<file path="src/rtl/mem_arbiter.sv">
// mem_arbiter: shares one single-port memory between instruction fetch and data access; define MEM_ARB_TIMEOUT_EN for bus timeout abort with sticky err_o
module mem_arbiter #(
  parameter int STARVE_LIMIT = 4,
  parameter int TIMEOUT      = 64
) (
  input  logic        clk,
  input  logic        reset,
  input  logic [31:0] IMEM_addr_i,
  input  logic        IMEM_read_n_i,
  output logic [31:0] IMEM_data_o,
  output logic        IMEM_valid_o,
  input  logic        DMEM_read_i,
  input  logic        DMEM_write_i,
  input  logic [31:0] DMEM_addr_i,
  input  logic [31:0] DMEM_data_i,
  output logic [31:0] DMEM_data_o,
  output logic        DMEM_valid_o,
  output logic        MEM_req_o,
  output logic        MEM_we_o,
  output logic [31:0] MEM_addr_o,
  output logic [31:0] MEM_wdata_o,
  input  logic [31:0] MEM_rdata_i,
  input  logic        MEM_ack_i,
  output logic        stall_o,
  output logic        err_o
);
  typedef enum logic [1:0] {IDLE, IBUS, DBUS} state_t;
  localparam logic [3:0] LIM = 4'(STARVE_LIMIT);
  state_t      state_q, state_d;
  logic        mem_req_q, mem_req_d, mem_we_q, mem_we_d;
  logic [31:0] mem_addr_q, mem_addr_d, mem_wdata_q, mem_wdata_d;
  logic [31:0] imem_data_q, imem_data_d, dmem_data_q, dmem_data_d;
  logic        imem_valid_q, imem_valid_d, dmem_valid_q, dmem_valid_d;
  logic [3:0]  starve_q, starve_d;
  logic        fetch_pend, data_pend, grant_i, grant_d, done, abort;
  logic [31:0] rdata;
  assign fetch_pend = ~IMEM_read_n_i;
  assign data_pend  = DMEM_read_i | DMEM_write_i;
  assign grant_i    = (state_q == IDLE) && fetch_pend && (!data_pend || starve_q == LIM);
  assign grant_d    = (state_q == IDLE) && data_pend && !grant_i;
  assign done       = (state_q != IDLE) && MEM_ack_i;
  assign rdata      = abort ? 32'h0 : MEM_rdata_i;
`ifdef MEM_ARB_TIMEOUT_EN
  localparam int TW = $clog2(TIMEOUT + 1);
  logic [TW-1:0] tmo_q, tmo_d;
  logic          err_q, err_d;
  assign abort = (state_q != IDLE) && !MEM_ack_i && tmo_q == TW'(TIMEOUT - 1);
  assign err_o = err_q;
  // bus-cycle counter restarts every grant; the error flag sticks until reset
  always_comb begin
    tmo_d = (state_q == IDLE) ? '0 : tmo_q + 1'b1;
    err_d = err_q | abort;
  end
  // timeout state register
  always_ff @(posedge clk) begin
    if (reset) begin
      tmo_q <= '0;
      err_q <= 1'b0;
    end else begin
      tmo_q <= tmo_d;
      err_q <= err_d;
    end
  end
`else
  localparam int unused_timeout = TIMEOUT;
  assign abort = 1'b0;
  assign err_o = 1'b0;
`endif
  assign stall_o      = (fetch_pend & ~imem_valid_q) | (data_pend & ~dmem_valid_q);
  assign MEM_req_o    = mem_req_q;
  assign MEM_we_o     = mem_we_q;
  assign MEM_addr_o   = mem_addr_q;
  assign MEM_wdata_o  = mem_wdata_q;
  assign IMEM_data_o  = imem_data_q;
  assign IMEM_valid_o = imem_valid_q;
  assign DMEM_data_o  = dmem_data_q;
  assign DMEM_valid_o = dmem_valid_q;
  // arbitration, bus handshake hold, completion pulses and starvation count
  always_comb begin
    state_d      = state_q;
    mem_req_d    = mem_req_q;
    mem_we_d     = mem_we_q;
    mem_addr_d   = mem_addr_q;
    mem_wdata_d  = mem_wdata_q;
    imem_data_d  = imem_data_q;
    dmem_data_d  = dmem_data_q;
    imem_valid_d = 1'b0;
    dmem_valid_d = 1'b0;
    starve_d     = !fetch_pend || grant_i ? 4'd0 :
                   grant_d && starve_q != LIM ? starve_q + 4'd1 : starve_q;
    if (grant_i) begin
      state_d    = IBUS;
      mem_req_d  = 1'b1;
      mem_we_d   = 1'b0;
      mem_addr_d = IMEM_addr_i;
    end else if (grant_d) begin
      state_d     = DBUS;
      mem_req_d   = 1'b1;
      mem_we_d    = DMEM_write_i;
      mem_addr_d  = DMEM_addr_i;
      mem_wdata_d = DMEM_data_i;
    end else if (done || abort) begin
      state_d   = IDLE;
      mem_req_d = 1'b0;
      mem_we_d  = 1'b0;
      if (state_q == IBUS) begin
        imem_valid_d = 1'b1;
        imem_data_d  = rdata;
      end else begin
        dmem_valid_d = 1'b1;
        dmem_data_d  = (!mem_we_q || abort) ? rdata : dmem_data_q;
      end
    end
  end
  // state and registered outputs
  always_ff @(posedge clk) begin
    if (reset) begin
      state_q      <= IDLE;
      mem_req_q    <= 1'b0;
      mem_we_q     <= 1'b0;
      mem_addr_q   <= '0;
      mem_wdata_q  <= '0;
      imem_data_q  <= '0;
      dmem_data_q  <= '0;
      imem_valid_q <= 1'b0;
      dmem_valid_q <= 1'b0;
      starve_q     <= '0;
    end else begin
      state_q      <= state_d;
      mem_req_q    <= mem_req_d;
      mem_we_q     <= mem_we_d;
      mem_addr_q   <= mem_addr_d;
      mem_wdata_q  <= mem_wdata_d;
      imem_data_q  <= imem_data_d;
      dmem_data_q  <= dmem_data_d;
      imem_valid_q <= imem_valid_d;
      dmem_valid_q <= dmem_valid_d;
      starve_q     <= starve_d;
    end
  end
endmodule

</file>
<file path="config.mk">
export PLATFORM = sky130hd
export DESIGN_NAME = mem_arbiter
export DESIGN_NICKNAME = d
export VERILOG_FILES = /design/src/rtl/mem_arbiter.sv
export SDC_FILE = /design/constraint.sdc
export NUM_CORES = 1
export LEC_CHECK = 0
export CAP_MARGIN = 20
export CORE_ASPECT_RATIO = 0.6
export CORE_MARGIN = 3
export CORE_UTILIZATION = 31
export DETAILED_ROUTE_END_ITERATION = 10
export GPL_TIMING_DRIVEN = 0
export PLACE_DENSITY = 0.65
export SYNTH_ARGS = -nofsm -noshare
export SYNTH_HDL_FRONTEND = slang
export SYNTH_SLANG_ARGS = --single-unit
</file>
<file path="constraint.sdc">
create_clock -name clk -period 4.5 [get_ports clk]
set_clock_uncertainty 0.2 [all_clocks]
set_input_delay 0.675 -clock clk [delete_from_list [all_inputs] [get_ports clk]]
set_output_delay 0.675 -clock clk [all_outputs]
set_load 0.01 [all_outputs]
</file>
==> results of run 1 <==
## cell families after synthesis
logic type               Yosys count
multiplexers                      34
AO/OA/AOI/OAI                    138
flip-flops                       138
AND/OR/NAND/NOR                  222
other                              1
XOR/XNOR                           2
adder cells (fa/ha/maj)            2
buffers and inverters             46
## registers in the layout, indices dropped and copies added, names as in the netlist
| signal | flops |
|---|---|
| MEM_wdata_o | 32 |
| MEM_we_o | 1 |
| DMEM_data_o | 32 |
| MEM_req_o | 1 |
| IMEM_valid_o | 1 |
| MEM_addr_o | 32 |
| DMEM_valid_o | 1 |
| starve_q | 4 |
| IMEM_data_o | 32 |
| state_q | 2 |
## worst min-delay path: stages, from the launching register on
cell and delay, ps:
dfxtp_1 310, nand2_1 50, a21oi_1 50
## cell type report
class                           instances  area, sq um
Buffer                                 43        239.0
Clock buffer                           17        425.4
Clock inverter                         15        131.4
Fill cell                            1517         7208
Inverter                                3        11.26
Multi-Input combinational cell        399         2188
Sequential cell                       138         2763
Tap cell                              222        277.8
Timing Repair Buffer                  265         2653
## stage by stage
stage | instances | utilization [%] | power [W] | setup WS [ps]
floorplan | 583 | - | 0.001576 | 2380
global placement | 1070 | 51.15 | 0.001905 | 1584
detailed placement | 1070 | 51.15 | 0.001907 | 1570
CTS | 1102 | 54.66 | 0.003235 | 1566
global route | 1102 | 54.66 | 0.003343 | 1538
finish | 1102 | 54.66 | 0.003197 | 1577
## power breakdown
group          internal (W)  switching (W)  total [W]
sequential          0.00130      0.0000435    0.00134
combinational      0.000297       0.000238   0.000535
clock              0.000727       0.000596    0.00132
total               0.00232       0.000877    0.00320
## cell usage in the layout, fill, tap and decap left out, drive strengths merged, types with 2 or more instances in the layout
cell type,n
a21oi,100
nor3b,2
or2,3
clkdlybuf4s50,265
nor3,3
o2bb2ai,32
dfxtp,138
clkinv,4
clkinvlp,3
clkbuf,40
nor2,11
inv,11
nand3b,2
buf,20
mux2i,34
ha,2
nand3,2
nand2,195
## routing by layer
| metal | vias up | part of all wire [%] |
|---|---|---|
| li1 | 2535 | - |
| met1 | 2296 | 48 |
| met2 | 180 | 43 |
| met3 | 6 | 8.6 |
| met4 | 2 | 0.33 |
| met5 | - | 0.073 |
## path summary, 6_finish.rpt
check / from / endpoint / slack (ps) / cells after the start
setup / recovery: IMEM_read_n_i / stall_o / 1580 / 3
hold / removal: MEM_wdata_o[28]$_SDFFE_PP0P_ / MEM_wdata_o[28]$_SDFFE_PP0P_ / 250 / 2
setup reg to reg: starve_q[0]$_SDFFE_PP0P_ / MEM_addr_o[28]$_SDFFE_PP0P_ / 2350 / 8
hold reg to reg: MEM_wdata_o[28]$_SDFFE_PP0P_ / MEM_wdata_o[28]$_SDFFE_PP0P_ / 250 / 2
==> metrics.cfg, run 1 <==
[outcome]
status=finished clean

[critical_path]
end_kind=primary output
cpMostUsedCell=clkdlybuf4s50_1
critical_path.top_delay_family=buffers and inverters
start_kind=input port
cp_max_fo=6
crit_chain=clkdlybuf4s50_1, o22ai_1, clkdlybuf4s50_1
critical_path_arrival_ps=2050
worst_path_largest_cell_delay_ps=600
cp_slowest_cell=clkdlybuf4s50_1
required_ps=3620
crit_type=in -> out
crit_buf_inv=2

[synth]
async_flop_share_pct=0
synth_most_common_cell=nand2_1
ys_types=35
yosys_warnings=0
synth_seq_cells=138
synth_xor_area_share_pct=0.3368
avgSynthCellArea_sq_um=8.922
synthTopCellsByCount=nand2_1 (195), dfxtp_1 (138), a21oi_1 (100)
synth_compound_area_share_pct=17.83
synth_simple_gate_area_share_pct=16.82
ys_top_cells_by_area=dfxtp_1 (53%), nand2_1 (14%), a21oi_1 (9.6%)
synth-seq-area-share_pct=53.12
synthCells=583
synth.largest_area_cell=dfxtp_1
synth_fa_ha_area_share_pct=0.4811
synth-edff-count=0
synth_area_sq_um=5201
synth_mux_area_share_pct=6.543
synth_top_family_by_area=compound AO/OA/AOI/OAI gates
synth_top_area_share_pct=53.12
syn-num-nets=719
ys.flop_type=dfxtp_1

[sta]
slew_headroom_pct=58.19
worst_slew_pin_slew_ps=625.8
finalCriticalPeriod_ps=2923
rsz0062_at_grt=false
fmax_mhz=342.1
finalSetupTns_ps=0
finalCritPeriodShare_pct=64.96
hold_viol_final=0
drv_slew=0
finalSetupViolCount=0
hold_ws_ps=252.4

[worst_hold_path]
hp-class=reg -> reg

[placed_design]
place_area_sq_um=8132
hpwl_um=13850
numPortBuffers=265
gp_congestion=0.8021

[cts]
cts_setup_buffers=0
max-clock-path-buffers=2
root_buffer=clkbuf_16
path_clk_slew_ps=60
clock-sinks=138
hold_buffers=0
insertion_delay_ps=400
cts_buffers=17
ctsResizeCount=0
h-tree-depth=4
cts_tree=built

[drt]
routed_wl_um=17710
drt_pass1_iterations=4
wl_per_cell_um=16.07
viasPerCell=4.554
postRouteAntennaNets=0
drt_iter0_markers=234
via_count=5019
drc=0

[pwr]
p_leak_nw=3.069
worst_ir_drop_vdd_mv=0.1957
power.density_nw_per_um2=368.0

[global_route]
grt_max_degree=17
gr-total-overflow=0
met2_usage_pct=29.06
groute.usage.overall_pct=18.97
antenna_found_initial=1
global_route.usage.met3_pct=7.744
grt_pass1_vias=4867
met1_usage_pct=25.31
grt_pass1_wl_um=27360
busiest_layer=met2

[floorplanning]
die_w_um=173.2
dieArea_sq_um=18420
initial_core_util_pct=32.72
fp-row-count=35
die-height_um=106.3
ios=268
core_area_sq_um=15900

[job]
cap_violations=0

[cells_and_area]
nets=1003
postLayoutCellArea_sq_um=8688
drive_gt1_share_pct=7.614
area_growth_pct=67.04
antenna_cells=0

Note: power is estimated with default switching activity, not from simulation.
==> inputs of run 2 (changes only) <==
- clock period: 4.5 -> 2.8 ns (I/O delays scaled with it)
==> results of run 2 <==
Same layout as run 1 (identical final DEF). Status: finished clean.
Among the figures that moved: setup slack after placement 1570 ps -> 310.8 ps; setup slack after layout 1577 ps -> 386.7 ps; register-to-register setup slack 2350 ps -> 650 ps; total power 0.003197 W -> 0.005139 W; worst IR drop on VDD 0.1957 mV -> 0.3145 mV
